$ cat src/rtl/spislv_swc.sv
// APB-programmed SPI target with TX/RX FIFOs; sck/nss/mosi oversampled in pclk.
// Optional interrupt output enabled by defining SPISLV_IRQ_EN.
module spislv_swc_fifo #(
    parameter int unsigned DEPTH = 4,
    parameter int unsigned W     = 16
) (
    input  logic         pclk,
    input  logic         prstn,
    input  logic         push,
    input  logic         pop,
    input  logic [W-1:0] wdata,
    output logic [W-1:0] rdata,
    output logic         empty,
    output logic         full
);
    localparam int unsigned AW = $clog2(DEPTH);

    logic [W-1:0] mem [DEPTH];
    logic [AW-1:0] wp, rp;
    logic [AW:0]   cnt;
    logic          do_push, do_pop;

    assign empty   = (cnt == '0);
    assign full    = (cnt == (AW+1)'(DEPTH));
    assign do_push = push & ~full;
    assign do_pop  = pop & ~empty;
    assign rdata   = mem[rp];

    always_ff @(posedge pclk) begin
        if (do_push) mem[wp] <= wdata;
    end

    always_ff @(posedge pclk or negedge prstn) begin
        if (!prstn) begin
            wp  <= '0;
            rp  <= '0;
            cnt <= '0;
        end else begin
            if (do_push) wp <= wp + 1'b1;
            if (do_pop)  rp <= rp + 1'b1;
            case ({do_push, do_pop})
                2'b10:   cnt <= cnt + 1'b1;
                2'b01:   cnt <= cnt - 1'b1;
                default: cnt <= cnt;
            endcase
        end
    end
endmodule

module spislv_swc #(
    parameter int unsigned FIFO_DEPTH = 4,
    parameter logic [31:0] BASE_ADDR  = 32'h0011_0000
) (
    input  logic        pclk,
    input  logic        prstn,
    input  logic [31:0] paddr,
    input  logic        psel,
    input  logic        penable,
    input  logic        pwrite,
    input  logic [31:0] pwdata,
    output logic        pready,
    output logic [31:0] prdata,
    output logic        pslverr,
    input  logic        sck,
    input  logic        nss,
    input  logic        mosi,
    output logic        miso,
`ifdef SPISLV_IRQ_EN
    output logic        miso_oe,
    output logic        irq
`else
    output logic        miso_oe
`endif
);
    typedef enum logic [1:0] {ST_IDLE, ST_LOAD, ST_SHIFT} state_t;
    state_t state_q, state_d;

    logic [2:0]  sck_s;
    logic [1:0]  nss_s, mosi_s;
    logic        nss_d;
    logic        cr_cpha, cr_cpol, cr_en, cr_lsbf, cr_dff;
`ifdef SPISLV_IRQ_EN
    logic        cr_rxneie, cr_txeie;
`endif
    logic        ovr, udr, bsy;
    logic [15:0] sho, shi, shi_next, rx_word, tx_word;
    logic [4:0]  bit_cnt;
    logic        tx_push, tx_pop, rx_push, rx_pop, tx_empty, tx_full, rx_empty, rx_full;
    logic [15:0] tx_rdata, rx_rdata;
    logic        acc, apb_err, cr_we, sr_clr, set_ovr, set_udr;
    logic [31:0] rd_val, cr_val, sr_val;
    logic        sck_rise, sck_fall, lead_e, trail_e, sample_e, shift_e, nss_fall, frame_done;
    logic        unused_pwdata;

    assign unused_pwdata = ^pwdata[31:16];

    function automatic logic first_bit(input logic [15:0] w, input logic lsbf, input logic dff);
        return lsbf ? w[0] : (dff ? w[15] : w[7]);
    endfunction

    always_ff @(posedge pclk or negedge prstn) begin
        if (!prstn) begin
            sck_s  <= '0;
            nss_s  <= '1;
            nss_d  <= 1'b1;
            mosi_s <= '0;
        end else begin
            sck_s  <= {sck_s[1:0], sck};
            nss_s  <= {nss_s[0], nss};
            nss_d  <= nss_s[1];
            mosi_s <= {mosi_s[0], mosi};
        end
    end

    assign sck_rise = sck_s[1] & ~sck_s[2];
    assign sck_fall = ~sck_s[1] & sck_s[2];
    assign lead_e   = cr_cpol ? sck_fall : sck_rise;
    assign trail_e  = cr_cpol ? sck_rise : sck_fall;
    assign sample_e = cr_cpha ? trail_e : lead_e;
    assign shift_e  = cr_cpha ? lead_e : trail_e;
    assign nss_fall = ~nss_s[1] & nss_d;
    assign bsy      = cr_en & ~nss_s[1];

    assign shi_next   = cr_lsbf ? {mosi_s[1], shi[15:1]} : {shi[14:0], mosi_s[1]};
    assign rx_word    = cr_dff ? shi_next : (cr_lsbf ? {8'h00, shi_next[15:8]} : {8'h00, shi_next[7:0]});
    assign tx_word    = tx_empty ? '0 : tx_rdata;
    assign frame_done = (bit_cnt + 5'd1) == (cr_dff ? 5'd16 : 5'd8);

    always_comb begin
        cr_val     = '0;
        cr_val[0]  = cr_cpha;
        cr_val[1]  = cr_cpol;
        cr_val[6]  = cr_en;
        cr_val[7]  = cr_lsbf;
        cr_val[11] = cr_dff;
`ifdef SPISLV_IRQ_EN
        cr_val[12] = cr_rxneie;
        cr_val[13] = cr_txeie;
`endif
        sr_val = {23'h0, udr, bsy, ovr, 3'b000, tx_empty, ~tx_full, ~rx_empty};
    end

    assign acc = psel & penable & ~pready;

    always_comb begin
        rd_val  = '0;
        apb_err = 1'b0;
        tx_push = 1'b0;
        rx_pop  = 1'b0;
        cr_we   = 1'b0;
        sr_clr  = 1'b0;
        if (acc) begin
            if (paddr == BASE_ADDR) begin
                if (!pwrite)  rd_val  = cr_val;
                else if (bsy) apb_err = 1'b1;
                else          cr_we   = 1'b1;
            end else if (paddr == BASE_ADDR + 32'h4) begin
                if (!pwrite) begin
                    rd_val = sr_val;
                    sr_clr = 1'b1;
                end
            end else if (paddr == BASE_ADDR + 32'h8) begin
                if (pwrite) begin
                    if (tx_full) apb_err = 1'b1;
                    else         tx_push = 1'b1;
                end
            end else if (paddr == BASE_ADDR + 32'hC) begin
                if (!pwrite && !rx_empty) begin
                    rd_val = {16'h0000, rx_rdata};
                    rx_pop = 1'b1;
                end
            end else begin
                apb_err = 1'b1;
            end
        end
    end

    always_ff @(posedge pclk or negedge prstn) begin
        if (!prstn) begin
            pready    <= 1'b0;
            prdata    <= '0;
            pslverr   <= 1'b0;
            cr_cpha   <= 1'b0;
            cr_cpol   <= 1'b0;
            cr_en     <= 1'b0;
            cr_lsbf   <= 1'b0;
            cr_dff    <= 1'b0;
`ifdef SPISLV_IRQ_EN
            cr_rxneie <= 1'b0;
            cr_txeie  <= 1'b0;
`endif
            ovr       <= 1'b0;
            udr       <= 1'b0;
        end else begin
            pready  <= acc;
            prdata  <= rd_val;
            pslverr <= apb_err;
            if (cr_we) begin
                cr_cpha   <= pwdata[0];
                cr_cpol   <= pwdata[1];
                cr_en     <= pwdata[6];
                cr_lsbf   <= pwdata[7];
                cr_dff    <= pwdata[11];
`ifdef SPISLV_IRQ_EN
                cr_rxneie <= pwdata[12];
                cr_txeie  <= pwdata[13];
`endif
            end
            // a new SPI-side event wins over a same-cycle SR read clear
            if (set_ovr)     ovr <= 1'b1;
            else if (sr_clr) ovr <= 1'b0;
            if (set_udr)     udr <= 1'b1;
            else if (sr_clr) udr <= 1'b0;
        end
    end

    always_comb begin
        state_d = state_q;
        tx_pop  = 1'b0;
        rx_push = 1'b0;
        set_ovr = 1'b0;
        set_udr = 1'b0;
        case (state_q)
            ST_IDLE: if (cr_en && nss_fall) state_d = ST_LOAD;
            ST_LOAD: begin
                if (!cr_en || nss_s[1]) state_d = ST_IDLE;
                else begin
                    state_d = ST_SHIFT;
                    tx_pop  = ~tx_empty;
                    set_udr = tx_empty;
                end
            end
            ST_SHIFT: begin
                if (!cr_en || nss_s[1]) state_d = ST_IDLE;
                else if (sample_e && frame_done) begin
                    state_d = ST_LOAD;
                    rx_push = ~rx_full;
                    set_ovr = rx_full;
                end
            end
            default: state_d = ST_IDLE;
        endcase
    end

    // shift edges only act once a bit has been sampled in this frame, which skips the
    // CPHA=1 first leading edge and the CPHA=0 trailing edge that follows a reload
    always_ff @(posedge pclk or negedge prstn) begin
        if (!prstn) begin
            state_q <= ST_IDLE;
            sho     <= '0;
            shi     <= '0;
            bit_cnt <= '0;
            miso    <= 1'b0;
            miso_oe <= 1'b0;
        end else begin
            state_q <= state_d;
            miso_oe <= (state_d != ST_IDLE);
            if (state_d == ST_IDLE) begin
                miso <= 1'b0;
            end else if (state_q == ST_IDLE) begin
                miso <= first_bit(tx_word, cr_lsbf, cr_dff);
            end else if (state_q == ST_LOAD) begin
                sho     <= tx_word;
                miso    <= first_bit(tx_word, cr_lsbf, cr_dff);
                bit_cnt <= '0;
            end else begin
                if (sample_e) begin
                    shi     <= shi_next;
                    bit_cnt <= bit_cnt + 5'd1;
                end
                if (shift_e && bit_cnt != '0) begin
                    if (cr_lsbf) begin
                        sho  <= {1'b0, sho[15:1]};
                        miso <= sho[1];
                    end else begin
                        sho  <= {sho[14:0], 1'b0};
                        miso <= cr_dff ? sho[14] : sho[6];
                    end
                end
            end
        end
    end

    spislv_swc_fifo #(.DEPTH(FIFO_DEPTH), .W(16)) u_txf (
        .pclk(pclk), .prstn(prstn), .push(tx_push), .pop(tx_pop),
        .wdata(pwdata[15:0]), .rdata(tx_rdata), .empty(tx_empty), .full(tx_full)
    );

    spislv_swc_fifo #(.DEPTH(FIFO_DEPTH), .W(16)) u_rxf (
        .pclk(pclk), .prstn(prstn), .push(rx_push), .pop(rx_pop),
        .wdata(rx_word), .rdata(rx_rdata), .empty(rx_empty), .full(rx_full)
    );

`ifdef SPISLV_IRQ_EN
    always_ff @(posedge pclk or negedge prstn) begin
        if (!prstn) irq <= 1'b0;
        else        irq <= (cr_rxneie & ~rx_empty) | (cr_txeie & tx_empty) | ovr | udr;
    end
`endif
endmodule

$ cat config.mk
export PLATFORM = sky130hd
export DESIGN_NAME = spislv_swc
export DESIGN_NICKNAME = d
export VERILOG_FILES = /design/src/rtl/spislv_swc.sv
export SDC_FILE = /design/constraint.sdc
export NUM_CORES = 1
export LEC_CHECK = 0
export BUFFER_PORTS_ARGS = -buffer_cell sky130_fd_sc_hd__buf_2
export CAP_MARGIN = 20
export CORE_ASPECT_RATIO = 0.6
export CORE_MARGIN = 2
export CORE_UTILIZATION = 53
export DETAILED_ROUTE_END_ITERATION = 10
export GPL_ROUTABILITY_DRIVEN = 0
export PLACE_DENSITY = 0.83
export SLEW_MARGIN = 40
export SYNTH_ARGS = -nofsm -noshare
export SYNTH_HDL_FRONTEND = slang
export SYNTH_SLANG_ARGS = --single-unit
export TNS_END_PERCENT = 5
$ cat constraint.sdc
create_clock -name pclk -period 3.1 [get_ports pclk]
set_clock_uncertainty 0.1 [all_clocks]
set_input_delay 0.31 -clock pclk [delete_from_list [all_inputs] [get_ports pclk]]
set_output_delay 0.31 -clock pclk [all_outputs]
set_load 0.05 [all_outputs]
==> impl_metrics.csv, run 1 <==
group,metric,value,unit
outcome,outcome,"completed",
yosys,synth_flop_cell,"edfxtp_1",
route,drc_errors,0,
yosys,yosys_register_bits,216,
power,power.switching,1.15,mW
die,core,0.0174,mm2
cells_and_area,layout_common_cells,"128 x edfxtp_1, 83 x dfrtp_1, 74 x buf_2",
die,ios,108,
worst_setup_path,reg2reg_slack,160,ps
power,total_power,5.67,mW
cells_and_area,final_common_cell,"edfxtp_1",
cts,htree_levels,1,
route,postRouteAntennaNets,0,
route,dr.pass1.iters,5,
yosys,synth_xor_xnor_area_share,0.0157,
min_path,hold_path_depth,3,
cells_and_area,area_delta_synth_final,16.7,%
worst_setup_path,crit_path_start_kind,"register",
cts,clk_pin_slew,60,ps
yosys,yosysSeqAreaShare,0.637,
power,combPwrFrac,0.028,
grt,grt_max_degree,52,
worst_setup_path,r2r-end,"u_rxf.cnt[1]",
timing,period_share,0.948,
worst_setup_path,cp_max_fo,4,
worst_setup_path,cp-end-kind,"register",
cts,clock_path_buffers,3,
route,drt_iter0_drc,550,
min_path,worstHoldStart,"paddr[2]",
cts,clkSinkCount,216,
worst_setup_path,path_class,"reg -> reg",
grt,grt_pass1_wl,31700,um
yosys,avgSynthCellArea,14.5,um2
place,place_area,0.0102,mm2
yosys,ys_types,56,
route,vias_per_cell,5.74,
min_path,hold_path.class,"in -> reg",
timing,hold_violations,0,
timing,whs,76.4,ps
grt,antenna_found_initial,0,
timing,setup_viol,0,
power,clkPwrFrac,0.433,
route,vias,5862,
power,intPower,4.52,mW
yosys,synthSimpleGateAreaFrac,0.0822,
timing,final.setup.tns,0,ps
power,p_leak,4.10,nW
cells_and_area,multi_input_area,0.00315,mm2
grt,grt_usage,0.216,
cells_and_area,diodes,0,
worst_setup_path,rr_startpoint,"bit_cnt[1]",
yosys,synthMuxAreaShare,0.147,
cells_and_area,ff_latch_area,0.00605,mm2
yosys,netlist_instances,655,
power,ir_drop,0.000386,V
grt,overflow,0,
timing,fmax,0.340,GHz
timing,slew_headroom,0.462,
timing,finalCriticalPeriod,2940,ps
grt,grt_pass1_vias,5971,
yosys,synth_edf_count,128,
yosys,synthesis.area,0.00950,mm2
yosys,yosys_warnings,0,
route,wl_per_cell,19.4,um
place,port_buffers,75,
cells_and_area,finalNetCount,860,
worst_setup_path,required,3410,ps
timing,tightest_slew,807,ps
die,fp.dieW,177,um
cts,cts_inserted_buffers,21,
cells_and_area,drive_gt1_frac,0.269,
die,rows,37,
cells_and_area,final_cells,1022,
cts,clockRootBuffer,"clkbuf_16",
yosys,yosys.area_share.adder,0.0213,
cts,cts_tree,"built",
power,seqPwrFrac,0.538,
die,die_area,0.0190,mm2
power,p_per_area,511,mW/mm2
route,drt-total-wl,19800,um
cells_and_area,final_area,0.0111,mm2
power,swShare,0.202,
cells_and_area,n_fill_cell,1211,
place,dp_hpwl,13600,um
min_path,whs_endpoint,"prdata[2]",
die,start_util,0.547,
run,cap_violations,0,
worst_setup_path,ff2ff_path_depth,10,
place,dpl.cell_count,961,
timing,drv_slew,0,
yosys,synth_compound_area_frac,0.0569,
yosys,async_flop_share,0.407,
worst_setup_path,arrival,3250,ps
die,die_h,108,um
cts,clkLatencyLatePin,500,ps
yosys,synth_top_family_by_area,"multiplexers",
[cell usage after synthesis (all sizes together), types with 9 or more instances]
cell type	number	share of area
nand2b	9	0.0059
edfxtp	128	0.40
dfrtp	85	0.22
clkbuf	13	0.0051
nand2	27	0.011
nand3	9	0.0053
inv	33	0.013
mux4	32	0.076
o21ai	35	0.019
buf	33	0.021
ha	13	0.017
nor2	36	0.014
mux2	24	0.029
nor3	13	0.0074
a21oi	27	0.014
nor2b	20	0.013
mux2i	40	0.042
xnor2	9	0.0083
[sequential cells by signal, indices dropped and copies added (netlist names), 3 cells and up]
name and cells:
u_txf.mem 64, u_txf.cnt 3, u_rxf.mem 64, sho 16, u_rxf.cnt 3, sck_s 3, shi 16, bit_cnt 5
prdata 16
[cell type report]
class,instances,share of cell area
clock buffer,28,0.0498
clock inverter,10,0.00926
inverter,33,0.0112
multi-input combinational,375,0.284
sequential,216,0.546
tap,234,0.0264
timing repair buffer,126,0.0731
[metrics by stage]
stage / util / setup slack, ps
after floorplan: - / -114
after global placement: 0.588 / 236
after detailed placement: 0.588 / 81.4
after CTS: 0.637 / 76.6
after global routing: 0.638 / -3.05
final: 0.638 / 160
[worst max path at each step]
stage / startpoint / end / slack (ps) / depth (start not counted)
2_1_floorplan: bit_cnt[0] / u_rxf.mem[0][0] / -110 / 6
3_5_place_dp: bit_cnt[0] / u_rxf.cnt[1] / 80 / 10
5_1_grt: bit_cnt[1] / u_rxf.cnt[1] / -3 / 10
4_1_cts: bit_cnt[0] / u_rxf.cnt[1] / 80 / 10
6_report: bit_cnt[1] / u_rxf.cnt[1] / 160 / 10
3_3_place_gp: bit_cnt[0] / u_rxf.cnt[2] / 240 / 12
[critical path, cell delays in order (launching register included)]
cell and delay (ps):
dfrtp_1 390, ha_2 240, nand3_1 100, xnor2_1 190
or3_4 420, a21o_2 240, or2_2 290, ha_1 210
inv_1 80, fa_1 420, o21ai_0 170
[what timing repair did]
| item | 4_1_cts | 5_1_grt |
|---|---|---|
| setup buffers | 0 | 3 |
| resized for setup | 0 | 2 |
| hold buffers | 20 | 0 |
| endpoints found under the setup margin | 0 | 2 |
| endpoints found under the hold margin | 117 | 0 |
[kinds of logic after synthesis]
kind of cell             after synthesis
flip-flops                           216
AO/OA/AOI/OAI                         85
XOR/XNOR                              17
multiplexers                          96
buffers and inverters                 79
other                                  1
AND/OR/NAND/NOR                      146
adder cells (fa/ha/maj)               15
[routing by layer]
metal / GRT usage / share of wire / up-vias
met5: 0 / 0 / -
met4: 0.0502 / 0.019 / 0
met3: 0.0491 / 0.082 / 39
met2: 0.345 / 0.47 / 249
met1: 0.306 / 0.43 / 2967
li1: - / - / 2607
[power by group through the flow]
stage | combinational (mW) | sequential, mW | clock, mW
floorplan | 0.0749 | 3.11 | 0
global placement | 0.135 | 3.11 | 0
global route | 0.176 | 3.05 | 2.60
CTS | 0.161 | 3.05 | 2.49
detailed placement | 0.141 | 3.11 | 0
finish | 0.160 | 3.05 | 2.46
Power figures use the tool's default switching activity.
==> run 2, diff against run 1 <==
Settings changed: ABC_AREA from default to 1, RECOVER_POWER from default to 25.
==> run 2 against run 1 <==
  * The run now ends with max-capacitance violations, max-slew violations left
  * Critical path depth grew 3
  * Count of clock-buffer cells in the layout grew 2
  * Wire length is 14% higher
  * Final cell count grew 30%
  * Sequential share of layout area decreased by 0.55 points
  * Combinational power increased to 7.9 times the previous value
  * Area after synthesis grew 2.9%
  * Clock power is 2% lower
  * Synthesized cell count rose by 49%
  * Critical endpoint is now u_rxf.cnt[2]
  * Highest routed layer unchanged
  * Register-to-register slack better by 170 ps
  * First-iteration DRC count increased by 42%
  * Cell area grew 0.97%
==> impl_metrics.csv, run 2 <==
group,metric,value,unit
timing,finalCriticalPeriod,2770,ps
timing,rsz0062_at_grt,"false",
cts,cts_tree,"built",
yosys,yosysMostFrequentCell,"nand2_1",
yosys,synth_top_area_cell,"edfxtp_1",
grt,overflow,0,
route,drc_errors,0,
cells_and_area,multi_input_area,0.00308,mm2
timing,setup_viol,0,
cells_and_area,diodes,0,
worst_setup_path,cp_top_family,"adder cells",
place,pre_cts_ws,436,ps
route,vias,7308,
power,total_power,7.04,mW
power,power.switching,2.01,mW
yosys,yosysSeqAreaShare,0.619,
run,cap_violations,1,
grt,grt_pass1_wl,35200,um
outcome,violations,"max-capacitance violations, max-slew violations",
cells_and_area,finalNetCount,1158,
yosys,synth_flop_cell,"edfxtp_1",
cts,clkLatencyLatePin,500,ps
cts,clock_path_buffers,3,
cells_and_area,n_fill_cell,1398,
yosys,synth_area_leaders,"edfxtp_1 39%, dfrtp_1 22%, nand2_1 7.2%",
worst_setup_path,path_buf_inv,1,
timing,hold_violations,0,
die,fp.dieW,179,um
yosys,avgSynthCellArea,10.0,um2
worst_setup_path,required,3370,ps
power,clkPwrFrac,0.342,
grt,antenna_found_initial,0,
route,vias_per_cell,5.52,
timing,tightest_slew,2060,ps
die,start_util,0.541,
power,p_leak,4.70,nW
cts,cts_inserted_buffers,20,
timing,fin_ws,326,ps
power,intPower,5.03,mW
yosys,netlist_instances,974,
grt,grt_max_degree,83,
worst_setup_path,path_cells,"ha_1, nand3_1, nand2_1, nand2_1, nand3_1, nand2_1, nand4_1, ha_1, inv_1, fa_1, a21oi_1, o21ai_0, xor2_1",
cells_and_area,ff_latch_area,0.00605,mm2
route,drt-total-wl,22500,um
cells_and_area,final_cells,1325,
yosys,yosys_warnings,0,
cells_and_area,final_common_cell,"nand2_1",
route,dr.pass1.iters,6,
yosys,synth_edf_count,128,
die,rows,38,
worst_setup_path,cp-end-kind,"register",
power,swShare,0.285,
cells_and_area,drive_gt1_frac,0.124,
worst_setup_path,cpMostUsedCell,"nand2_1",
yosys,async_flop_share,0.407,
timing,drv_slew,83,
die,die_h,109,um
power,p_per_area,629,mW/mm2
cells_and_area,layout_common_cells,"188 x nand2_1, 128 x edfxtp_1, 102 x nor2_1",
timing,period_share,0.895,
place,dp_hpwl,15000,um
grt,grt_pass1_vias,6912,
place,port_buffers,75,
die,core,0.0181,mm2
power,seqPwrFrac,0.478,
grt,grt_usage,0.233,
yosys,yosys_register_bits,216,
cts,postCtsSetupRepairBufs,0,
cts,clockRootBuffer,"clkbuf_16",
cells_and_area,area_delta_synth_final,14.5,%
yosys,synth_top_area_frac,0.393,
power,ir_drop,0.000427,V
timing,final.setup.tns,0,ps
min_path,hold_path.class,"in -> reg",
cts,clkSinkCount,216,
worst_setup_path,crit_path_start_kind,"register",
worst_setup_path,arrival,3040,ps
worst_setup_path,crit_slowest_cell,"dfrtp_1",
outcome,outcome,"finished, violations left",
timing,slew_headroom,-0.374,
route,wl_per_cell,17.0,um
yosys,ys_types,36,
timing,fmax,0.360,GHz
die,ios,108,
place,dpl.cell_count,1269,
route,drt_iter0_drc,782,
power,combPwrFrac,0.180,
yosys,synthesis.area,0.00978,mm2
cts,clk_pin_slew,60,ps
cells_and_area,reg_top3,"u_rxf.mem: 64 flops, u_txf.mem: 64 flops",
worst_setup_path,cp_max_fo,8,
yosys,synth_common_cells,"188 x nand2_1, 128 x edfxtp_1, 101 x nor2_1",
worst_setup_path,path_class,"reg -> reg",
cts,htree_levels,1,
die,die_area,0.0196,mm2
route,postRouteAntennaNets,0,
worst_setup_path,slowest_delay,500,ps
[run 2: per-layer routing]
layer / wire, um / global-route usage / part of all wire / vias up
met5: 0 / 0 / 0 / -
met4: 293 / 0.0541 / 0.013 / 0
met3: 2300 / 0.0607 / 0.10 / 26
met2: 9910 / 0.347 / 0.44 / 345
met1: 10000 / 0.346 / 0.44 / 3472
li1: - / - / - / 3465
[run 2: repair_timing]
action / in CTS / in global routing
gates resized for setup: 0 / 0
hold endpoints to repair: 145 / 0
hold buffers: 20 / 0
[run 2: area by class of cell]
type / instances / area share
Sequential cell: 216 / 0.541
Multi-Input combinational cell: 611 / 0.276
Timing Repair Buffer: 119 / 0.0656
Clock buffer: 30 / 0.0518
Inverter: 103 / 0.0345
Tap cell: 240 / 0.0268
Clock inverter: 6 / 0.00514
[run 2: kinds of logic after synthesis]
logic type / count (synthesis) / share of synthesized area
simple gates: 391 / 0.168
flops: 216 / 0.619
compound gates: 178 / 0.110
buf+inv: 162 / 0.0712
fa+ha+maj: 15 / 0.0207
xor+xnor: 11 / 0.0106
other cells: 1 / 0.000384
[run 2: final timing paths]
| check | start | end | slack (ps) | cells after the start |
|---|---|---|---|---|
| setup / recovery | bit_cnt[0] | u_rxf.cnt[2] | 330 | 13 |
| hold / removal | psel | pready | 70 | 3 |
| setup reg to reg | bit_cnt[0] | u_rxf.cnt[2] | 330 | 13 |
| hold reg to reg | sck_s[0] | sck_s[1] | 250 | 0 |
| max in group asynchronous | prstn | shi[6] | 830 | 2 |
| min in group asynchronous | prstn | prdata[10] | 840 | 2 |
[run 2: power by group through the flow]
stage	logic, mW	registers, mW	clock network [mW]
5_1_grt	1.42	3.37	2.55
4_1_cts	1.26	3.35	2.43
3_3_place_gp	1.19	3.40	0
3_5_place_dp	1.24	3.40	0
2_1_floorplan	0.915	3.37	0
6_report	1.27	3.36	2.41
[run 2: worst register-to-register path, stage by stage, from the launching register on]
cell and delay [ps]:
dfrtp_1 500, ha_1 330, nand3_1 120, nand2_1 100
nand2_1 100, nand3_1 110, nand2_1 130, nand4_1 140
ha_1 170, inv_1 70, fa_1 380, a21oi_1 140
o21ai_0 100, xor2_1 150
[run 2: stage by stage]
| stage | hold WS [ps] | util | cell area [um2] |
|---|---|---|---|
| 4_1_cts | 13.1 | 0.621 | 11200 |
| 5_1_grt | 61.1 | 0.619 | 11200 |
| 3_5_place_dp | 240 | 0.575 | 10400 |
| 3_3_place_gp | 236 | 0.575 | 10400 |
| 2_1_floorplan | -85.6 | - | 9830 |
| 6_report | 70.7 | 0.619 | 11200 |
